`src/rtl/uart_rx_ctrl_pkg.sv`:
```
// Shared types and defaults for the UART receive-side controller.
// Imported as uart_pkg by the interface, FIFO and top.
package uart_pkg;

  typedef enum logic [1:0] {
    RUN,
    RECOVER,
    FLUSH
  } state_e;

  typedef logic [7:0] byte_t;

  localparam int QUIET_CYCLES   = 160;
  localparam int TIMEOUT_CYCLES = 640;

endpackage

```
`src/rtl/uart_rx_ctrl_if.sv`:
```
// Byte stream from the receive FIFO head to the consumer.
// The producer drives data/valid; the consumer drives ready.
interface uart_rx_ctrl_if;
  import uart_pkg::*;

  byte_t outData;
  logic  outValid;
  logic  outReady;

  modport master (
    output outData,
    output outValid,
    input  outReady
  );

  modport slave (
    input  outData,
    input  outValid,
    output outReady
  );

endinterface

```
`src/rtl/uart_rx_ctrl_fifo.sv`:
```
// Flop-array synchronous FIFO; pointers carry one extra wrap bit.
// clear empties it in one cycle and overrides push/pop.
module sync_fifo #(
  parameter int Depth = 8,
  parameter int W     = 8
) (
  input  logic                   clk,
  input  logic                   reset,
  input  logic                   clear,
  input  logic                   push,
  input  logic                   pop,
  input  logic [W-1:0]           din,
  output logic [W-1:0]           dout,
  output logic                   full,
  output logic                   empty,
  output logic [$clog2(Depth):0] level
);

  localparam int AW = $clog2(Depth);

  logic [AW:0]  wr_q, rd_q;
  logic [W-1:0] mem_q [Depth];
  logic         do_pop, do_push;

  assign empty = (wr_q == rd_q);
  assign full  = (wr_q[AW] != rd_q[AW]) &&
                 (wr_q[AW-1:0] == rd_q[AW-1:0]);
  assign level = wr_q - rd_q;

  // a pop in the same cycle frees the slot a full push needs
  assign do_pop  = pop && !empty;
  assign do_push = push && (!full || do_pop);

  assign dout = empty ? '0 : mem_q[rd_q[AW-1:0]];

  always_ff @(posedge clk) begin
    if (reset || clear) begin
      wr_q <= '0;
      rd_q <= '0;
    end else begin
      if (do_push) wr_q <= wr_q + 1'b1;
      if (do_pop)  rd_q <= rd_q + 1'b1;
    end
  end

  always_ff @(posedge clk) begin
    if (do_push) mem_q[wr_q[AW-1:0]] <= din;
  end

endmodule

```
`src/rtl/uart_rx_ctrl.sv`:
```
// UART receive controller: byte capture FIFO, framing-error recovery, status.
// Define UART_RX_CTRL_TIMEOUT_EN to build the idle-timeout counter.
module uart_rx_ctrl
  import uart_pkg::*;
#(
  parameter int Depth         = 8,
  parameter int QuietCycles   = QUIET_CYCLES,
  parameter int TimeoutCycles = TIMEOUT_CYCLES
) (
  input  logic                   clk,
  input  logic                   reset,
  input  logic                   enable,
  input  logic                   rxDone,
  input  logic                   rxErr,
  input  byte_t                  rxData,
  uart_rx_ctrl_if.master         out,
  input  logic                   flush,
  input  logic                   clrStatus,
  output logic [$clog2(Depth):0] level,
  output logic                   overrun,
  output logic                   frameErr,
  output byte_t                  errCount,
  output logic                   recovering,
  output logic                   timeout
);

  localparam int QW = $clog2(QuietCycles + 1);
  localparam logic [QW-1:0] QLOAD = QW'(QuietCycles - 1);

  state_e        state_q, state_d;
  logic [QW-1:0] quiet_q, quiet_d;
  logic          pend_q;
  logic          ovr_q, ovr_d;
  logic          fe_q, fe_d;
  byte_t         ec_q, ec_d;
  logic          full, empty, pop, wr_req, push, clear;

  assign pop    = out.outValid && out.outReady;
  assign clear  = (state_q == FLUSH);
  // flush and rxErr both outrank a capture landing in the same cycle
  assign wr_req = pend_q && enable && (state_q == RUN) &&
                  !flush && !rxErr;
  assign push   = wr_req && (!full || pop);

  sync_fifo #(.Depth(Depth), .W(8)) u_fifo (
    .clk   (clk),
    .reset (reset),
    .clear (clear),
    .push  (push),
    .pop   (pop),
    .din   (rxData),
    .dout  (out.outData),
    .full  (full),
    .empty (empty),
    .level (level)
  );

  assign out.outValid = !empty;

  always_comb begin
    state_d = state_q;
    quiet_d = quiet_q;
    if (flush) begin
      state_d = FLUSH;
    end else if (rxErr) begin
      state_d = RECOVER;
      quiet_d = QLOAD;
    end else begin
      unique case (state_q)
        RUN:   state_d = RUN;
        RECOVER: begin
          if (rxDone)              quiet_d = QLOAD;
          else if (quiet_q == '0)  state_d = RUN;
          else                     quiet_d = quiet_q - 1'b1;
        end
        FLUSH:   state_d = RUN;
        default: state_d = RUN;
      endcase
    end
  end

  always_comb begin
    ovr_d = ovr_q;
    fe_d  = fe_q;
    ec_d  = ec_q;
    if (wr_req && full && !pop) ovr_d = 1'b1;
    else if (clrStatus)         ovr_d = 1'b0;
    if (rxErr)          fe_d = 1'b1;
    else if (clrStatus) fe_d = 1'b0;
    if (rxErr) begin
      if (clrStatus)           ec_d = 8'd1;
      else if (ec_q != 8'hFF)  ec_d = ec_q + 8'd1;
    end else if (clrStatus) begin
      ec_d = '0;
    end
  end

  always_ff @(posedge clk) begin
    if (reset) begin
      state_q <= RUN;
      quiet_q <= '0;
      pend_q  <= 1'b0;
      ovr_q   <= 1'b0;
      fe_q    <= 1'b0;
      ec_q    <= '0;
    end else begin
      state_q <= state_d;
      quiet_q <= quiet_d;
      pend_q  <= rxDone;
      ovr_q   <= ovr_d;
      fe_q    <= fe_d;
      ec_q    <= ec_d;
    end
  end

  assign overrun    = ovr_q;
  assign frameErr   = fe_q;
  assign errCount   = ec_q;
  assign recovering = (state_q == RECOVER);

`ifdef UART_RX_CTRL_TIMEOUT_EN
  localparam int TW = $clog2(TimeoutCycles + 1);
  localparam logic [TW-1:0] TMAX = TW'(TimeoutCycles);

  logic [TW-1:0] idle_q, idle_d;

  always_comb begin
    idle_d = idle_q;
    if (push || pop || clear)         idle_d = '0;
    else if (!empty && idle_q != TMAX) idle_d = idle_q + 1'b1;
  end

  always_ff @(posedge clk) begin
    if (reset) idle_q <= '0;
    else       idle_q <= idle_d;
  end

  assign timeout = (idle_q == TMAX);
`else
  assign timeout = 1'b0;
`endif

endmodule

```
`src/flat_wrapper.sv`:
```
// flat-port wrapper written by rule: the top's interface ports become plain ports
module uart_rx_ctrl_flat import uart_pkg::*;
#(
  parameter int Depth         = 8,
  parameter int QuietCycles   = QUIET_CYCLES,
  parameter int TimeoutCycles = TIMEOUT_CYCLES
)
  (clk, reset, enable, rxDone, rxErr, rxData, flush, clrStatus, level, overrun, frameErr, errCount, recovering, timeout, out_outData, out_outValid, out_outReady);
  uart_rx_ctrl_if out_i ();
  input  logic clk;
  input  logic reset;
  input  logic enable;
  input  logic rxDone;
  input  logic rxErr;
  input  byte_t rxData;
  input  logic flush;
  input  logic clrStatus;
  output logic [$clog2(Depth):0] level;
  output logic overrun;
  output logic frameErr;
  output byte_t errCount;
  output logic recovering;
  output logic timeout;
  output wire logic [$bits(out_i.outData)-1:0] out_outData;
  output wire logic [$bits(out_i.outValid)-1:0] out_outValid;
  input wire logic [$bits(out_i.outReady)-1:0] out_outReady;
  assign out_outData = out_i.outData;
  assign out_outValid = out_i.outValid;
  assign out_i.outReady = out_outReady;
  uart_rx_ctrl #(.Depth(Depth), .QuietCycles(QuietCycles), .TimeoutCycles(TimeoutCycles)) u_core (.clk(clk), .reset(reset), .enable(enable), .rxDone(rxDone), .rxErr(rxErr), .rxData(rxData), .out(out_i), .flush(flush), .clrStatus(clrStatus), .level(level), .overrun(overrun), .frameErr(frameErr), .errCount(errCount), .recovering(recovering), .timeout(timeout));
endmodule
```
`config.mk`:
```
export PLATFORM = sky130hd
export DESIGN_NAME = uart_rx_ctrl_flat
export DESIGN_NICKNAME = d
export VERILOG_FILES = /design/src/rtl/uart_rx_ctrl_pkg.sv /design/src/rtl/uart_rx_ctrl_if.sv /design/src/rtl/uart_rx_ctrl_fifo.sv /design/src/rtl/uart_rx_ctrl.sv /design/src/flat_wrapper.sv
export SDC_FILE = /design/constraint.sdc
export NUM_CORES = 1
export LEC_CHECK = 0
export ABC_AREA = 1
export CELL_PAD_IN_SITES_DETAIL_PLACEMENT = 0
export CELL_PAD_IN_SITES_GLOBAL_PLACEMENT = 1
export CORE_MARGIN = 5
export CORE_UTILIZATION = 40
export CTS_CLUSTER_DIAMETER = 80
export CTS_CLUSTER_SIZE = 28
export DETAILED_ROUTE_END_ITERATION = 10
export PLACE_DENSITY_LB_ADDON = 0.2
export SLEW_MARGIN = 20
export SYNTH_ARGS = -nofsm -noshare
export SYNTH_HDL_FRONTEND = slang
export SYNTH_HIERARCHICAL = 1
export SYNTH_SLANG_ARGS = --single-unit
```
`constraint.sdc`:
```
create_clock -name clk -period 2.3 [get_ports clk]
set_input_delay 0.46 -clock clk [delete_from_list [all_inputs] [get_ports clk]]
set_output_delay 0.46 -clock clk [all_outputs]
set_load 0.02 [all_outputs]
```
==> results list <==
- Outcome: completed
- Counting every sink on the clock net gives 96.
- Clock-pin slew reported for the worst setup and hold paths after clock tree synthesis: 0.08 ns
* Sequential area share after synthesis: 58.31%
- In this run the critical register-to-register path is launched from u_core/u_fifo/wr_q[0].
- In this run, CTS created clock tree buffers numbering 9.
- The initial antenna violation count is 0.
- Maximum clock path buffer count: 2
* Filler-free cell count of the finished design: approximately 700
* Share of flip-flops with an asynchronous set or reset after synthesis: 0%
- Data arrival time of the critical path: 1.74 ns
- Derived from the worst setup path, the maximum achievable clock frequency is about 460 MHz.
- Counting flops with a built-in enable in the synthesized netlist gives 64.
- For this run, the post-layout net count is 578.
- Final total power: 3237 uW
* Final max-slew violation count: 0
* Initial Util: 40.71%
- Number of nets in the synthesized netlist: 501
- In this run the core area contains 38 standard-cell rows.
* Hold crit path type: reg -> reg
- Along the worst path, the maximum fanout reaches 3.
- Highest routed metal layer: met4
* Die width: ~110 um
- Synthesis produced a netlist whose cell count is 476.
* Global-route wire length before repair: between 15000 and 20000 um
- For this design the static power due to leakage is 0.002145 uW.
* Detailed-route wire length: 10360 um
* VDD IR max: 255.0 uV
- For this run, the leading register cell type out of synthesis is sky130_fd_sc_hd__edfxtp_1.
- The number of placed instances, taps included, is 682.
- Total met2 wirelength after detailed routing: 4851 um
* Vias: 3400
- The final critical path takes up 95.44% of the cycle.
- Final hold violation count: 0
- Input/output buffers: 39
- The H-tree was split into 3 levels.
- Number of nets with antenna violations after detailed routing: 0
* Post-synth design cell area: 4394 sq um
* Routed wire per std cell: 14.86 um
* Setup repair after global routing missed its margin: yes
- Die Y: 114.8 um
- Iter 0 DRT Violations: 272
* Pin count of the biggest net entering global routing: 17
- Clk_lat worst skew: 0.35 ns
- Across the routed clock network, the largest skew measured is 0.01039 ns.
- The post-route netlist has between 10% and 20% of its cells at a drive strength greater than 1.
* Required time at the endpoint of the critical path: 1.84 ns
- TritonCTS clock tree: built
- Layout Utilization: 50.07%
- Gr usage total: 16.25%
- Mean Syn Cell Area: 9.232 sq um
* Number of distinct standard cells referenced by the synthesized netlist: 32
- In the final routing, the length of wire on met1 measures 4839 um.
- STA classifies the critical path startpoint as a register.
* Max_cap viols: 0
- Post-detailed-placement half-perimeter wirelength: ~7600 um
- Crit Path Category: reg -> out
* Filler cell count in the final layout: 1046
- Final weighted congestion in routability-driven placement: 0.8314
- Via count of the first global-routing pass: 3257
- Relative area change from synthesis to final layout: 22.98%
- Dividing total power by cell area gives a power density of 599.0 nW/um^2.
- Using the TritonRoute via totals, the vias-per-cell ratio works out to 4.878.
* Cell chosen for the clock root: sky130_fd_sc_hd__clkbuf_8
* Synth warn: 6
- Number of setup buffers added after CTS: 0
- Number of failing setup endpoints in the final timing report: 0
- Synthesis inferred 96 register bits.
- CP endpoint kind: primary output
- Number of iterations in the first detailed-routing pass: 5
* DR DRC count: 0
* Minimum clock period after layout: 2.195 ns
- The die covers 13180 sq um.
- The number of antenna diodes in the final layout is 0.
- Ports: 41
* Total overflow reported by the global router: 0
- Core area: 10790 sq um
* DR WL met3: 577 um
* Hold Startpoint: u_core/frameErr
- Worst setup path start: u_core/u_fifo/wr_q[0]
metrics by stage:
stage	setup slack (ns)	instance area, sq um	setup TNS (ns)	hold WS, ns
floorplan	-0.05788	4409	-3.068	0.4541
global route	-0.05238	5404	-0.06205	0.5196
global placement	-0.006569	5224	-0.1114	0.4597
detailed placement	-0.05644	5224	-1.096	0.4683
CTS	0.0004433	5415	0	0.4824
finish	0.1049	5404	0	0.4763
layer usage:
| metal | vias up | track usage, % |
|---|---|---|
| met2 | 82 | 26.23 |
| met5 | - | 0 |
| li1 | 1735 | - |
| met4 | 0 | 3.991 |
| met3 | 7 | 3.474 |
| met1 | 1576 | 22.51 |
power by group:
part / internal [uW] / leakage [uW] / switching (uW) / total [uW]
clock network: 609 / 0.0000967 / 538 / 1150
registers: 1850 / 0.000836 / 12.3 / 1870
logic: 87.3 / 0.00121 / 137 / 224
total: 2550 / 0.00214 / 688 / 3240
critical path, stage by stage (launching register included):
cell and delay, ns:
sky130_fd_sc_hd__dfxtp_1 0.34, sky130_fd_sc_hd__inv_1 0.06, sky130_fd_sc_hd__ha_1 0.31, sky130_fd_sc_hd__nand3_1 0.12, sky130_fd_sc_hd__nor2_2 0.19, sky130_fd_sc_hd__inv_1 0.05
sky130_fd_sc_hd__dlygate4sd2_1 0.32
sequential cells by signal, summed over array words and instances, names as in the netlist, named ones only:
name                 count
u_core/quiet_q           8
u_core/overrun           1
u_core/pend_q            1
u_core/u_fifo/rd_q       4
u_core/state_q           2
u_core/u_fifo/mem_q     64
u_core/errCount          8
u_core/frameErr          1
u_core/u_fifo/wr_q       4
cells in the mapped netlist (2+ instances only):
cell type,n,share of area [%]
sky130_fd_sc_hd__nor2_1,110,9.4
sky130_fd_sc_hd__edfxtp_1,64,44
sky130_fd_sc_hd__nand2_1,62,5.3
sky130_fd_sc_hd__inv_1,43,3.7
sky130_fd_sc_hd__dfxtp_1,32,15
sky130_fd_sc_hd__nand3_1,30,3.4
sky130_fd_sc_hd__o21ai_0,30,3.4
sky130_fd_sc_hd__o21ai_1,25,2.8
sky130_fd_sc_hd__a21oi_1,20,2.3
sky130_fd_sc_hd__ha_1,8,2.3
sky130_fd_sc_hd__buf_2,7,0.80
sky130_fd_sc_hd__nand2_2,6,0.85
sky130_fd_sc_hd__nand4_1,5,0.71
sky130_fd_sc_hd__inv_2,4,0.34
sky130_fd_sc_hd__nand2_4,4,1.0
sky130_fd_sc_hd__xor2_1,4,0.80
sky130_fd_sc_hd__clkbuf_1,3,0.26
sky130_fd_sc_hd__buf_4,2,0.34
sky130_fd_sc_hd__buf_6,2,0.51
sky130_fd_sc_hd__inv_4,2,0.28
sky130_fd_sc_hd__nor3_1,2,0.23
path summary, 6_finish.rpt:
path	cells past startpoint	slack, ns	to
setup / recovery	6	0.10	out_outValid
hold / removal	2	0.48	u_core/frameErr
setup reg to reg	11	0.12	u_core/u_fifo/mem_q[3][5]
hold reg to reg	2	0.48	u_core/frameErr
cells in the final DEF (no fill, tap or decap), types with 3 or more instances in the layout:
master	instances
sky130_fd_sc_hd__nor2_2	4
sky130_fd_sc_hd__ha_1	7
sky130_fd_sc_hd__nand4_1	5
sky130_fd_sc_hd__o21ai_0	28
sky130_fd_sc_hd__clkdlybuf4s50_1	26
sky130_fd_sc_hd__nor2_1	105
sky130_fd_sc_hd__nand2_1	62
sky130_fd_sc_hd__clkbuf_8	9
sky130_fd_sc_hd__a21oi_1	20
sky130_fd_sc_hd__edfxtp_1	64
sky130_fd_sc_hd__clkbuf_1	3
sky130_fd_sc_hd__buf_4	39
sky130_fd_sc_hd__inv_2	5
sky130_fd_sc_hd__inv_1	42
sky130_fd_sc_hd__dfxtp_1	31
sky130_fd_sc_hd__nand2_2	6
sky130_fd_sc_hd__buf_2	9
sky130_fd_sc_hd__o21ai_1	26
sky130_fd_sc_hd__nand2_4	3
sky130_fd_sc_hd__nand3_1	30
sky130_fd_sc_hd__xor2_1	4
cells by family after synthesis:
group                    synth area share [%]
buffers and inverters                   6.207
flip-flops                              58.31
AND/OR/NAND/NOR                         22.18
AO/OA/AOI/OAI                           9.482
other                                 0.08534
adder cells (fa/ha/maj)                 2.734
XOR/XNOR                               0.9965
cell type report:
class	instances	area [sq um]	area share (%)
Clock inverter	3	67.56	1.250
Sequential cell	96	2564	47.44
Multi-Input combinational cell	317	1602	29.64
Tap cell	140	175.2	3.241
Inverter	49	188.9	3.496
Timing Repair Buffer	80	671.9	12.43
Clock buffer	12	135.1	2.501
what timing repair did:
item / CTS / global route
resized for setup: 42 / 13
pin swaps: 0 / 1
hold buffers: 0 / 0
setup endpoints to repair: 37 / 76
Note: power is estimated with default switching activity, not from simulation.
